## src/rtl/ppc_bus_bridge_if.sv

```systemverilog
`default_nettype none
// ============================================================================
// Module   : ppc_bus_bridge_if
// Purpose  : CPU 60x/MPX-style bus and host-bridge request/response port
//            bundled for the ppc_bus_bridge. slave = bridge view,
//            master = environment (CPU + host) view.
// Revision : 1.0 - initial release
// ============================================================================
interface ppc_bus_bridge_if #(
   parameter int ADDR_W      = 32,
   parameter int DATA_W      = 64,
   parameter int BURST_BEATS = 4
) ();
   localparam int c_BW = $clog2(BURST_BEATS) + 1;

   // CPU side
   logic              cpu_ts;
   logic [ADDR_W-1:0] cpu_addr;
   logic              cpu_rd;
   logic              cpu_burst;
   logic              cpu_aack;
   logic              cpu_ta;
   logic              cpu_tea;
   logic [DATA_W-1:0] cpu_wdata;
   logic [DATA_W-1:0] cpu_rdata;

   // Host side
   logic              host_req_valid;
   logic              host_req_ready;
   logic [ADDR_W-1:0] host_req_addr;
   logic              host_req_rd;
   logic [c_BW-1:0]   host_req_beats;
   logic              host_wvalid;
   logic              host_wready;
   logic [DATA_W-1:0] host_wdata;
   logic              host_rvalid;
   logic              host_rready;
   logic [DATA_W-1:0] host_rdata;

   // Status
   logic              busy;

   modport slave (
      input  cpu_ts, cpu_addr, cpu_rd, cpu_burst, cpu_wdata,
      input  host_req_ready, host_wready, host_rvalid, host_rdata,
      output cpu_aack, cpu_ta, cpu_tea, cpu_rdata,
      output host_req_valid, host_req_addr, host_req_rd, host_req_beats,
      output host_wvalid, host_wdata, host_rready, busy
   );

   modport master (
      output cpu_ts, cpu_addr, cpu_rd, cpu_burst, cpu_wdata,
      output host_req_ready, host_wready, host_rvalid, host_rdata,
      input  cpu_aack, cpu_ta, cpu_tea, cpu_rdata,
      input  host_req_valid, host_req_addr, host_req_rd, host_req_beats,
      input  host_wvalid, host_wdata, host_rready, busy
   );
endinterface
`default_nettype wire

```

## src/rtl/ppc_bus_bridge.sv

```systemverilog
`default_nettype none
// ============================================================================
// Module   : ppc_bus_bridge
// Purpose  : Pipelined CPU-bus to host-bridge bridge. Address tenures are
//            queued (up to PIPE_DEPTH outstanding); data tenures run in order
//            as single or burst transfers; a watchdog converts host stalls
//            into a transfer error.
// Revision : 1.0 - initial release
// ============================================================================
module ppc_bus_bridge #(
   parameter int ADDR_W      = 32,
   parameter int DATA_W      = 64,
   parameter int BURST_BEATS = 4,
   parameter int PIPE_DEPTH  = 2,
   parameter int TIMEOUT     = 255
) (
   input  logic             clk,
   input  logic             rst_n,
   ppc_bus_bridge_if.slave  bus
);
   localparam int c_BW = $clog2(BURST_BEATS) + 1;
   localparam int c_PW = (PIPE_DEPTH > 1) ? $clog2(PIPE_DEPTH) : 1;
   localparam int c_CW = $clog2(PIPE_DEPTH + 1);
   localparam int c_WW = $clog2(TIMEOUT + 1);

   localparam logic [c_BW-1:0] c_BEATS_BURST = c_BW'(BURST_BEATS);
   localparam logic [c_BW-1:0] c_BEATS_ONE   = c_BW'(1);
   localparam logic [c_CW-1:0] c_DEPTH       = c_CW'(PIPE_DEPTH);
   localparam logic [c_PW-1:0] c_PTR_LAST    = c_PW'(PIPE_DEPTH - 1);
   localparam logic [c_WW-1:0] c_WD_LIMIT    = c_WW'(TIMEOUT - 1);

   typedef enum logic [2:0] {
      S_IDLE  = 3'd0,
      S_REQ   = 3'd1,
      S_WDATA = 3'd2,
      S_RDATA = 3'd3,
      S_ERR   = 3'd4
   } state_t;

   state_t            r_state;

   // Address queue
   logic [ADDR_W-1:0] r_q_addr  [PIPE_DEPTH];
   logic              r_q_rd    [PIPE_DEPTH];
   logic              r_q_burst [PIPE_DEPTH];
   logic [c_PW-1:0]   r_wr_ptr;
   logic [c_PW-1:0]   r_rd_ptr;
   logic [c_CW-1:0]   r_count;

   logic              r_aack;
   logic              r_req_valid;
   logic              r_rd_ta;
   logic              r_tea;
   logic [DATA_W-1:0] r_rdata;
   logic [c_BW-1:0]   r_beats;
   logic [c_WW-1:0]   r_wd;      // cycles since entry or last handshake

   logic              w_push;
   logic              w_pop;
   logic              w_req_hs;
   logic              w_wr_st;
   logic              w_rd_st;
   logic              w_rready;
   logic              w_w_hs;
   logic              w_r_hs;
   logic              w_hs;
   logic              w_ta;
   logic              w_timeout;
   logic [ADDR_W-1:0] w_head_addr;
   logic              w_head_rd;
   logic              w_head_burst;

   function automatic logic [c_PW-1:0] f_ptr_next(input logic [c_PW-1:0] ptr);
      return (ptr == c_PTR_LAST) ? '0 : ptr + c_PW'(1);
   endfunction

   assign w_head_addr  = r_q_addr[r_rd_ptr];
   assign w_head_rd    = r_q_rd[r_rd_ptr];
   assign w_head_burst = r_q_burst[r_rd_ptr];

   assign w_push    = bus.cpu_ts & r_aack;
   assign w_req_hs  = r_req_valid & bus.host_req_ready;
   assign w_wr_st   = (r_state == S_WDATA);
   assign w_rd_st   = (r_state == S_RDATA);
   // Read beats are accepted only when no TA is pending, giving one beat per 2 cycles
   assign w_rready  = w_rd_st & ~r_rd_ta;
   assign w_w_hs    = w_wr_st & bus.host_wready;
   assign w_r_hs    = w_rready & bus.host_rvalid;
   assign w_hs      = w_req_hs | w_w_hs | w_r_hs;
   assign w_ta      = w_w_hs | r_rd_ta;
   assign w_timeout = ((r_state == S_REQ) | w_wr_st | w_rd_st) & ~w_hs & (r_wd == c_WD_LIMIT);
   // An abandoned request still leaves the queue
   assign w_pop     = w_req_hs | ((r_state == S_REQ) & w_timeout);

   assign bus.cpu_aack       = r_aack;
   assign bus.cpu_ta         = w_ta;
   assign bus.cpu_tea        = r_tea;
   assign bus.cpu_rdata      = r_rdata;
   assign bus.host_req_valid = r_req_valid;
   assign bus.host_req_addr  = r_req_valid ? w_head_addr : '0;
   assign bus.host_req_rd    = r_req_valid & w_head_rd;
   assign bus.host_req_beats = r_req_valid ? (w_head_burst ? c_BEATS_BURST : c_BEATS_ONE) : '0;
   assign bus.host_wvalid    = w_wr_st;
   assign bus.host_wdata     = w_wr_st ? bus.cpu_wdata : '0;
   assign bus.host_rready    = w_rready;
   assign bus.busy           = (r_count != '0) | (r_state != S_IDLE);

   // Address acknowledge: one-cycle pulse when a slot is free (or frees this cycle)
   always_ff @(posedge clk) begin
      if (!rst_n) begin
         r_aack <= 1'b0;
      end else begin
         r_aack <= bus.cpu_ts & ~r_aack & ((r_count < c_DEPTH) | w_pop);
      end
   end

   // Queue pointers and occupancy
   always_ff @(posedge clk) begin
      if (!rst_n) begin
         r_wr_ptr <= '0;
         r_rd_ptr <= '0;
         r_count  <= '0;
      end else begin
         if (w_push) r_wr_ptr <= f_ptr_next(r_wr_ptr);
         if (w_pop)  r_rd_ptr <= f_ptr_next(r_rd_ptr);
         case ({w_push, w_pop})
            2'b10:   r_count <= r_count + c_CW'(1);
            2'b01:   r_count <= r_count - c_CW'(1);
            default: r_count <= r_count;
         endcase
      end
   end

   // Queue storage: address attributes captured at the address tenure
   always_ff @(posedge clk) begin
      if (w_push) begin
         r_q_addr[r_wr_ptr]  <= bus.cpu_addr;
         r_q_rd[r_wr_ptr]    <= bus.cpu_rd;
         r_q_burst[r_wr_ptr] <= bus.cpu_burst;
      end
   end

   // Data-tenure FSM with beat counter, read capture and watchdog
   always_ff @(posedge clk) begin
      if (!rst_n) begin
         r_state     <= S_IDLE;
         r_req_valid <= 1'b0;
         r_rd_ta     <= 1'b0;
         r_tea       <= 1'b0;
         r_rdata     <= '0;
         r_beats     <= '0;
         r_wd        <= '0;
      end else begin
         r_tea   <= 1'b0;
         r_rd_ta <= w_r_hs;
         if (w_r_hs) r_rdata <= bus.host_rdata;
         if (w_ta)   r_beats <= r_beats - c_BW'(1);

         if (w_hs)
            r_wd <= c_WW'(1);
         else if ((r_state == S_REQ) | w_wr_st | w_rd_st)
            r_wd <= r_wd + c_WW'(1);

         case (r_state)
            S_IDLE: begin
               if (r_count != '0) begin
                  r_state     <= S_REQ;
                  r_req_valid <= 1'b1;
                  r_wd        <= c_WW'(1);
               end
            end
            S_REQ: begin
               if (w_req_hs) begin
                  r_req_valid <= 1'b0;
                  r_beats     <= w_head_burst ? c_BEATS_BURST : c_BEATS_ONE;
                  r_state     <= w_head_rd ? S_RDATA : S_WDATA;
               end else if (w_timeout) begin
                  r_req_valid <= 1'b0;
                  r_tea       <= 1'b1;
                  r_state     <= S_ERR;
               end
            end
            S_WDATA, S_RDATA: begin
               if (w_ta && (r_beats == c_BEATS_ONE)) begin
                  r_state <= S_IDLE;
               end else if (w_timeout) begin
                  r_tea   <= 1'b1;
                  r_state <= S_ERR;
               end
            end
            S_ERR: begin
               r_state <= S_IDLE;
            end
            default: begin
               r_state <= S_IDLE;
            end
         endcase
      end
   end
endmodule
`default_nettype wire

```

## src/flat_wrapper.sv

```systemverilog
// flat-port wrapper written by rule: the top's interface ports become plain ports
module ppc_bus_bridge_flat 
#(
   parameter int ADDR_W      = 32,
   parameter int DATA_W      = 64,
   parameter int BURST_BEATS = 4,
   parameter int PIPE_DEPTH  = 2,
   parameter int TIMEOUT     = 255
)
  (clk, rst_n, bus_cpu_ts, bus_cpu_addr, bus_cpu_rd, bus_cpu_burst, bus_cpu_wdata, bus_host_req_ready, bus_host_wready, bus_host_rvalid, bus_host_rdata, bus_cpu_aack, bus_cpu_ta, bus_cpu_tea, bus_cpu_rdata, bus_host_req_valid, bus_host_req_addr, bus_host_req_rd, bus_host_req_beats, bus_host_wvalid, bus_host_wdata, bus_host_rready, bus_busy);
  ppc_bus_bridge_if #(.ADDR_W(ADDR_W), .DATA_W(DATA_W), .BURST_BEATS(BURST_BEATS)) bus_i ();
  input  logic clk;
  input  logic rst_n;
  input wire logic [$bits(bus_i.cpu_ts)-1:0] bus_cpu_ts;
  input wire logic [$bits(bus_i.cpu_addr)-1:0] bus_cpu_addr;
  input wire logic [$bits(bus_i.cpu_rd)-1:0] bus_cpu_rd;
  input wire logic [$bits(bus_i.cpu_burst)-1:0] bus_cpu_burst;
  input wire logic [$bits(bus_i.cpu_wdata)-1:0] bus_cpu_wdata;
  input wire logic [$bits(bus_i.host_req_ready)-1:0] bus_host_req_ready;
  input wire logic [$bits(bus_i.host_wready)-1:0] bus_host_wready;
  input wire logic [$bits(bus_i.host_rvalid)-1:0] bus_host_rvalid;
  input wire logic [$bits(bus_i.host_rdata)-1:0] bus_host_rdata;
  output wire logic [$bits(bus_i.cpu_aack)-1:0] bus_cpu_aack;
  output wire logic [$bits(bus_i.cpu_ta)-1:0] bus_cpu_ta;
  output wire logic [$bits(bus_i.cpu_tea)-1:0] bus_cpu_tea;
  output wire logic [$bits(bus_i.cpu_rdata)-1:0] bus_cpu_rdata;
  output wire logic [$bits(bus_i.host_req_valid)-1:0] bus_host_req_valid;
  output wire logic [$bits(bus_i.host_req_addr)-1:0] bus_host_req_addr;
  output wire logic [$bits(bus_i.host_req_rd)-1:0] bus_host_req_rd;
  output wire logic [$bits(bus_i.host_req_beats)-1:0] bus_host_req_beats;
  output wire logic [$bits(bus_i.host_wvalid)-1:0] bus_host_wvalid;
  output wire logic [$bits(bus_i.host_wdata)-1:0] bus_host_wdata;
  output wire logic [$bits(bus_i.host_rready)-1:0] bus_host_rready;
  output wire logic [$bits(bus_i.busy)-1:0] bus_busy;
  assign bus_i.cpu_ts = bus_cpu_ts;
  assign bus_i.cpu_addr = bus_cpu_addr;
  assign bus_i.cpu_rd = bus_cpu_rd;
  assign bus_i.cpu_burst = bus_cpu_burst;
  assign bus_i.cpu_wdata = bus_cpu_wdata;
  assign bus_i.host_req_ready = bus_host_req_ready;
  assign bus_i.host_wready = bus_host_wready;
  assign bus_i.host_rvalid = bus_host_rvalid;
  assign bus_i.host_rdata = bus_host_rdata;
  assign bus_cpu_aack = bus_i.cpu_aack;
  assign bus_cpu_ta = bus_i.cpu_ta;
  assign bus_cpu_tea = bus_i.cpu_tea;
  assign bus_cpu_rdata = bus_i.cpu_rdata;
  assign bus_host_req_valid = bus_i.host_req_valid;
  assign bus_host_req_addr = bus_i.host_req_addr;
  assign bus_host_req_rd = bus_i.host_req_rd;
  assign bus_host_req_beats = bus_i.host_req_beats;
  assign bus_host_wvalid = bus_i.host_wvalid;
  assign bus_host_wdata = bus_i.host_wdata;
  assign bus_host_rready = bus_i.host_rready;
  assign bus_busy = bus_i.busy;
  ppc_bus_bridge #(.ADDR_W(ADDR_W), .DATA_W(DATA_W), .BURST_BEATS(BURST_BEATS), .PIPE_DEPTH(PIPE_DEPTH), .TIMEOUT(TIMEOUT)) u_core (.clk(clk), .rst_n(rst_n), .bus(bus_i));
endmodule
```

## config.mk

```make
export PLATFORM = sky130hd
export DESIGN_NAME = ppc_bus_bridge_flat
export DESIGN_NICKNAME = d
export VERILOG_FILES = /design/src/rtl/ppc_bus_bridge_if.sv /design/src/rtl/ppc_bus_bridge.sv /design/src/flat_wrapper.sv
export SDC_FILE = /design/constraint.sdc
export NUM_CORES = 1
export LEC_CHECK = 0
export ABC_CLOCK_PERIOD_IN_PS = 2500
export CORE_MARGIN = 2
export CORE_UTILIZATION = 35
export DETAILED_ROUTE_END_ITERATION = 6
export DONT_BUFFER_PORTS = 1
export MAX_ROUTING_LAYER = met4
export SLEW_MARGIN = 25
export SYNTH_ARGS = -nofsm -noshare
export SYNTH_HDL_FRONTEND = slang
export SYNTH_SLANG_ARGS = --single-unit
```

## constraint.sdc

```tcl
create_clock -name clk -period 2.5 [get_ports clk]
set_input_delay 0.125 -clock clk [delete_from_list [all_inputs] [get_ports clk]]
set_output_delay 0.125 -clock clk [all_outputs]
set_load 0.01 [all_outputs]
```

### Word-level counts from Yosys, hierarchy flattened

Memory sizes are Yosys's and may differ from the RTL's. A register that Yosys moved wholly into a read port is not among the register bits.
Index checks and enable logic that the tools add are counted.

| cells by class | value |
|---|---|
| add/subtract/negate cells | 6 |
| order comparisons | 1 |
| equality and inequality tests | 9 |
| multiplexer cells | 36 |
| bitwise operators | 22 |
| reductions and logical operators | 8 |

Operators by type and width:

| cell | number |
|---|---|
| 64-bit two-way mux | 1 |
| 32-bit two-way mux | 1 |
| 8-bit two-way mux | 4 |
| 3-bit two-way mux | 9 |
| 1-bit two-way mux | 17 |
| 1-bit AND | 11 |
| 3-bit case mux with 3 select lines | 1 |
| 8-bit by 1-bit adder with 8-bit output, second input constant | 1 |
| 8-bit equality test, second input constant | 1 |
| 1-bit OR | 8 |
| 3-bit by 1-bit equality test with 1-bit output, second input constant | 2 |
| 3-bit by 2-bit equality test with 1-bit output, second input constant | 2 |
| 2-bit nonzero test | 3 |
| 1-bit case mux with 2 select lines | 2 |
| 2-bit case mux with 2 select lines | 1 |
| 3-bit logical NOT | 1 |
| 3-bit by 1-bit inequality test with 1-bit output, second input constant | 1 |
| 1-bit NOT | 3 |
| 3-bit AND reduction | 1 |
| 3-bit nonzero test | 1 |
| 3-bit by 1-bit subtractor with 3-bit output, second input constant | 1 |
| 1-bit adder, second input constant | 2 |
| 2-bit by 1-bit adder with 2-bit output, second input constant | 1 |
| 2-bit by 1-bit equality test with 1-bit output, second input constant | 1 |
| other kinds (6) | 6 |

| storage, ports and cells | value |
|---|---|
| register bits | 86 |
| RAM bits | 68 |
| logic and storage cells | 96 |
| memories kept | 3 |

Memories:

| memory | words | bits a word | read ports | clocked after memory_dff | write ports | line | source |
|---|---|---|---|---|---|---|---|
| u_core.r_q_addr | 2 | 32 | 1 | 1 | 1 | ppc_bus_bridge.sv:43 | `logic [ADDR_W-1:0] r_q_addr [PIPE_DEPTH];` |
| u_core.r_q_burst | 2 | 1 | 1 | 1 | 1 | ppc_bus_bridge.sv:45 | `logic r_q_burst [PIPE_DEPTH];` |
| u_core.r_q_rd | 2 | 1 | 1 | 1 | 1 | ppc_bus_bridge.sv:44 | `logic r_q_rd [PIPE_DEPTH];` |

### Logic depth before layout (Yosys ltp)

| depth | value |
|---|---|
| depth in word-level cells | 11 |
| mapped depth | 11 |
| depth with buffers taken out | 10 |

### Worst setup path before layout

Ideal clock, no wire load.

| timing | value |
|---|---|
| path type | register to register |
| start point | register u_core.r_aack, in the netlist u_core.bus.cpu_aack |
| end point | memory u_core.r_q_addr[0][0] (enable) |
| arrival time | 1966 ps |
| required time | 2073 ps |
| setup slack | 108 ps |
| cell stages (with the launch flop) | 3 |
| buffers on the path | 0 |
| clock period less this slack | 2392 ps |
| cells stage by stage | dfxtp_1 > nand2_1 > nor2_1 |

| between the ends | value |
|---|---|
| cells in the longest elaborated chain, start to end | 3 |

RTL lines:

| element | line | source |
|---|---|---|
| start: declaration | ppc_bus_bridge.sv:50 | `logic r_aack;` |
| start signal: assignment | ppc_bus_bridge.sv:113 | `r_aack <= bus.cpu_ts & ~r_aack & ((r_count < c_DEPTH) \| w_pop);` |
| 1-bit AND | ppc_bus_bridge.sv:81 | `assign w_push = bus.cpu_ts & r_aack;` |
| 1-bit two-way mux | ppc_bus_bridge.sv:136 | `if (w_push) begin` |
| 1-bit two-way mux (implied by the code) | ppc_bus_bridge.sv:137 | `r_q_addr[r_wr_ptr] <= bus.cpu_addr;` |
| end: declaration | ppc_bus_bridge.sv:43 |  |

No other way between the ends.

### Final worst setup path

| timing | value |
|---|---|
| start point | register u_core.r_state[2] |
| end point | register u_core.r_count[1] |

| between the ends | value |
|---|---|
| cells in the longest elaborated chain, start to end | 11 |
| elaborated cells on any way between the ends | 19 |
| classes of those cells | eq/ne (5); mux (1); bitwise (12); reduce/logical (1) |

RTL lines:

| element | line | source |
|---|---|---|
| start: declaration | ppc_bus_bridge.sv:40 | `state_t r_state;` |
| start signal: assignment | ppc_bus_bridge.sv:176 | `r_state <= w_head_rd ? S_RDATA : S_WDATA;` |
| 3-bit by 2-bit equality test with 1-bit output, on equally long branches | ppc_bus_bridge.sv:83, ppc_bus_bridge.sv:84 |  |
| 1-bit AND, on equally long branches | ppc_bus_bridge.sv:87, ppc_bus_bridge.sv:86 |  |
| 1-bit OR or 1-bit AND (tied branches) | ppc_bus_bridge.sv:89, ppc_bus_bridge.sv:88 |  |
| 1-bit OR | ppc_bus_bridge.sv:89 | `assign w_hs = w_req_hs \| w_w_hs \| w_r_hs;` |
| 1-bit NOT | ppc_bus_bridge.sv:91 | `assign w_timeout = ((r_state == S_REQ) \| w_wr_st \| w_rd_st) & ~w_hs & (r_wd == c_WD_LIMIT);` |
| 1-bit AND (2 in a row) | ppc_bus_bridge.sv:91 |  |
| 1-bit AND (*) | ppc_bus_bridge.sv:93 | `assign w_pop = w_req_hs \| ((r_state == S_REQ) & w_timeout);` |
| 1-bit OR (*) | ppc_bus_bridge.sv:93 |  |
| 2-bit by 1-bit equality test with 1-bit output or 2-bit equality test (tied branches) | ppc_bus_bridge.sv:126 | `case ({w_push, w_pop})` |
| 2-bit case mux with 2 select lines or 2-bit nonzero test (tied branches) | -- |  |
| end signal: assignment | ppc_bus_bridge.sv:127 | `2'b10: r_count <= r_count + c_CW'(1);` |
| end signal: assignment | ppc_bus_bridge.sv:128 | `2'b01: r_count <= r_count - c_CW'(1);` |
| end signal: assignment | ppc_bus_bridge.sv:129 | `default: r_count <= r_count;` |
| end: declaration | ppc_bus_bridge.sv:48 | `logic [c_CW-1:0] r_count;` |

Mark *: on every way between the ends. The rest lies on a longest branch, timed or not.
A chain may end at the register's enable or synchronous reset.

==> impl_metrics.ini <==
[outcome]
status = completed

[yosys]
syn_inst = 641
syn_area_um2 = 6640
synth.distinct_cells = 46
yosys_warnings = 0
syn-num-nets = 814
synth-seq-cells = 155
post_synth.cell_area_avg_um2 = 10.36
ys_seq_area_frac = 0.5698

[clocking]
ctsRootBufferMaster = clkbuf_16
path_clk_slew_ps = 70
htreeDepth = 4
cts_made_buffers = 17
cts_buffer_depth = 2
clk_latency_ps = 430
cts_sinks = 155
tritoncts = built

[setup_path]
crit_arrival_ps = 2680
crit_slowest_cell = or4_1
cp_max_fo = 10
cp.buffers_inverters = 1
worst-setup-path-type = flop to flop
startpoint = u_core.r_state[2]$_SDFFE_PN0P_
cp_top_family = simple AND/OR/NAND/NOR gates
worst_setup_path_end_kind = flop
crit_required_ps = 2840
max_stage_delay_ps = 530
regToRegStartpoint = u_core.r_state[2]$_SDFFE_PN0P_
crit_path_start_kind = flop
worstPathCellList = o21bai_1 -> or4_1 -> o21a_2 -> inv_1 -> ha_1 -> or3_1 -> a21boi_0
r2r_slack_ps = 160

[power]
clock_power_share = 0.436
seqPwrFrac = 0.460
swShare = 0.2549
power.leakage_nw = 3.099
vdd_drop_max_v = 0.0004660
power.density_nw_per_um2 = 697.0
p_sw_mw = 1.506
power.internal_mw = 4.402
p_comb_frac = 0.104
power.total_mw = 5.909

[placed_design]
port_buffers = 0
globalplace.congestion = 0.8084
dp_hpwl_um = 11700

[cells_and_area]
areaGrowthSynthToFinish_pct = 27.66
layout.nets = 895
drive_gt1_frac = 0.07755
antenna_cells = 0

[drt]
routedWlPerCell_um = 18.15
routed_wirelength_um = 17590
viasPerCell = 5.129
vias = 4970
drt_pass1_iterations = 4
ant_nets = 0
drtIter0Drc = 231
drc = 0

[floorplan]
io_pins = 339
die_area_um2 = 20090
die_height_um = 141.7
die_w_um = 141.7
core_um2 = 18640
num_rows = 50
initial_core_util = 0.3562

[timing]
min_period_over_period = 0.9373
slew_headroom = 0.5802
post-route-min-period_ps = 2343
fmax_ghz = 0.4267
timing.hold.ws_ps = 62.64
final.setup.tns_ps = 0
slew_violations = 0
tightest_slew_ps = 629.7
finalSetupViolations = 0
rsz0062_at_grt = false
clock_skew_ps = 20.43
hold_viol_final = 0

[global_route]
grt_pass1_vias = 5012
grt_pass1_wl_um = 26140
grt_use_total = 0.1729
antenna_found_initial = 0
overflow = 0
grt_max_degree = 79

[worst_hold_path]
hold_path_class = input port to flop
min-delay-start = rst_n

[flow_run]
maxCapViolCount = 0
==> synth_stat cells, drive strengths merged <==
library cell,count,area share
nand4,3,0.0028
o21bai,1,0.0011
a21oi,5,0.0038
o22ai,1,0.00094
o21a,2,0.0023
and2,5,0.0047
o211ai,1,0.0011
nor3b,1,0.0011
o211a,1,0.0015
nand2,142,0.080
o31a,1,0.0013
and3,66,0.062
a21boi,66,0.075
dfxtp,87,0.26
edfxtp,68,0.31
a211o,1,0.0026
nand2b,3,0.0028
a211oi,3,0.0041
nor3,2,0.0015
nor2,11,0.0062
nor4,3,0.0028
and4bb,2,0.0043
nor2b,37,0.035
inv,7,0.0040
ha,5,0.0094
nand3,3,0.0023
nand3b,1,0.0011
conb,1,0.00056
o21ba,1,0.0015
or2,1,0.00094
or3,3,0.0028
o2111a,1,0.0017
mux2i,36,0.054
or4,1,0.0011
buf,12,0.011
xor2,4,0.0053
clkbuf,38,0.021
o21ai,7,0.0053
or3b,2,0.0026
xnor2,6,0.0079
==> flip-flops by register name (all words and copies together) (netlist names), named ones only <==
| register | cells |
|---|---|
| u_core.bus.cpu_aack | 1 |
| u_core.bus.cpu_rdata | 64 |
| u_core.bus.cpu_tea | 1 |
| u_core.bus.host_req_valid | 1 |
| u_core.r_beats | 3 |
| u_core.r_count | 2 |
| u_core.r_q_addr | 64 |
| u_core.r_q_burst | 2 |
| u_core.r_q_rd | 2 |
| u_core.r_rd_ptr | 1 |
| u_core.r_rd_ta | 1 |
| u_core.r_state | 3 |
| u_core.r_wd | 8 |
| u_core.r_wr_ptr | 1 |
==> repair_timing <==
| item | 4_1_cts | 5_1_grt |
|---|---|---|
| buffers inserted | 0 | 0 |
| hold buffers | 102 | 0 |
| resized for setup | 0 | 3 |
| hold endpoints to repair | 148 | 0 |
| endpoints found under the setup margin | 0 | 1 |
==> path summary, 6_finish.rpt <==
check / end / depth (start not counted)
worst max-delay path: u_core.r_count[1]$_SDFFE_PN0P_ / 7
worst max register to register: u_core.r_count[1]$_SDFFE_PN0P_ / 7
worst min-delay path: u_core.r_wr_ptr$_SDFFE_PN0P_ / 2
worst min register to register: u_core.bus.cpu_rdata[41]$_SDFFE_PN0P_ / 2
==> layout by cell type (no fill, tap or decap), drive strengths merged, types with 2 or more instances in the layout <==
cell | synthesis | final
nand2 | 142 | 142
dlygate4sd3 | 0 | 101
dfxtp | 87 | 87
edfxtp | 68 | 68
and3 | 66 | 66
a21boi | 66 | 66
nor2b | 37 | 37
mux2i | 36 | 36
clkbuf | 38 | 17
inv | 7 | 15
nor2 | 11 | 11
buf | 12 | 11
o21ai | 7 | 7
xnor2 | 6 | 6
a21oi | 5 | 5
ha | 5 | 5
and2 | 5 | 5
xor2 | 4 | 4
clkinv | 0 | 4
nand2b | 3 | 3
nand4 | 3 | 3
nor4 | 3 | 3
or3 | 3 | 3
nand3 | 3 | 3
a211oi | 3 | 3
nor3 | 2 | 2
clkinvlp | 0 | 2
and4bb | 2 | 2
or3b | 2 | 2
o21a | 2 | 2
==> power groups by stage <==
stage / Sequential (mW) / Clock, mW / Combinational (mW)
4_1_cts: 2.72 / 2.64 / 0.617
6_report: 2.72 / 2.57 / 0.617
3_3_place_gp: 2.77 / 0 / 0.444
3_5_place_dp: 2.78 / 0 / 0.456
2_1_floorplan: 2.77 / 0 / 0.389
5_1_grt: 2.72 / 2.76 / 0.672
==> kinds of logic after synthesis <==
logic type | Yosys count | synth area share
multiplexers | 36 | 0.05427
adder cells (fa/ha/maj) | 5 | 0.009422
buffers and inverters | 57 | 0.03618
other | 1 | 0.0005647
XOR/XNOR | 10 | 0.01319
AO/OA/AOI/OAI | 91 | 0.1019
flip-flops | 155 | 0.5698
AND/OR/NAND/NOR | 286 | 0.2146
==> through the flow <==
step	instances	cell area (µm²)	util	setup slack (ps)
final	969	8477	0.4547	156.6
after global routing	969	8477	0.4547	5.288
after CTS	969	8473	0.4545	128.3
after detailed placement	835	6834	0.3666	155.3
after global placement	835	6834	0.3666	259.1
after floorplan	641	6640	-	107.9
==> per-layer routing <==
layer | GRT usage | wire length, µm | vias to the layer above
li1 | - | - | 2357
met1 | 0.1923 | 7080 | 2352
met2 | 0.2897 | 8737 | 248
met3 | 0.06682 | 1620 | 13
met4 | 0.05000 | 147 | 0
met5 | - | 0 | -
==> final cells by class <==
type,count,area (µm²)
clock buffer,17,425.4
clock inverter,15,175.2
fill,1673,10170
inverter,7,26.28
multi-input combinational,429,2631
sequential,155,3787
tap,234,292.8
timing repair buffer,112,1139
Note: power is estimated with default switching activity, not from simulation.
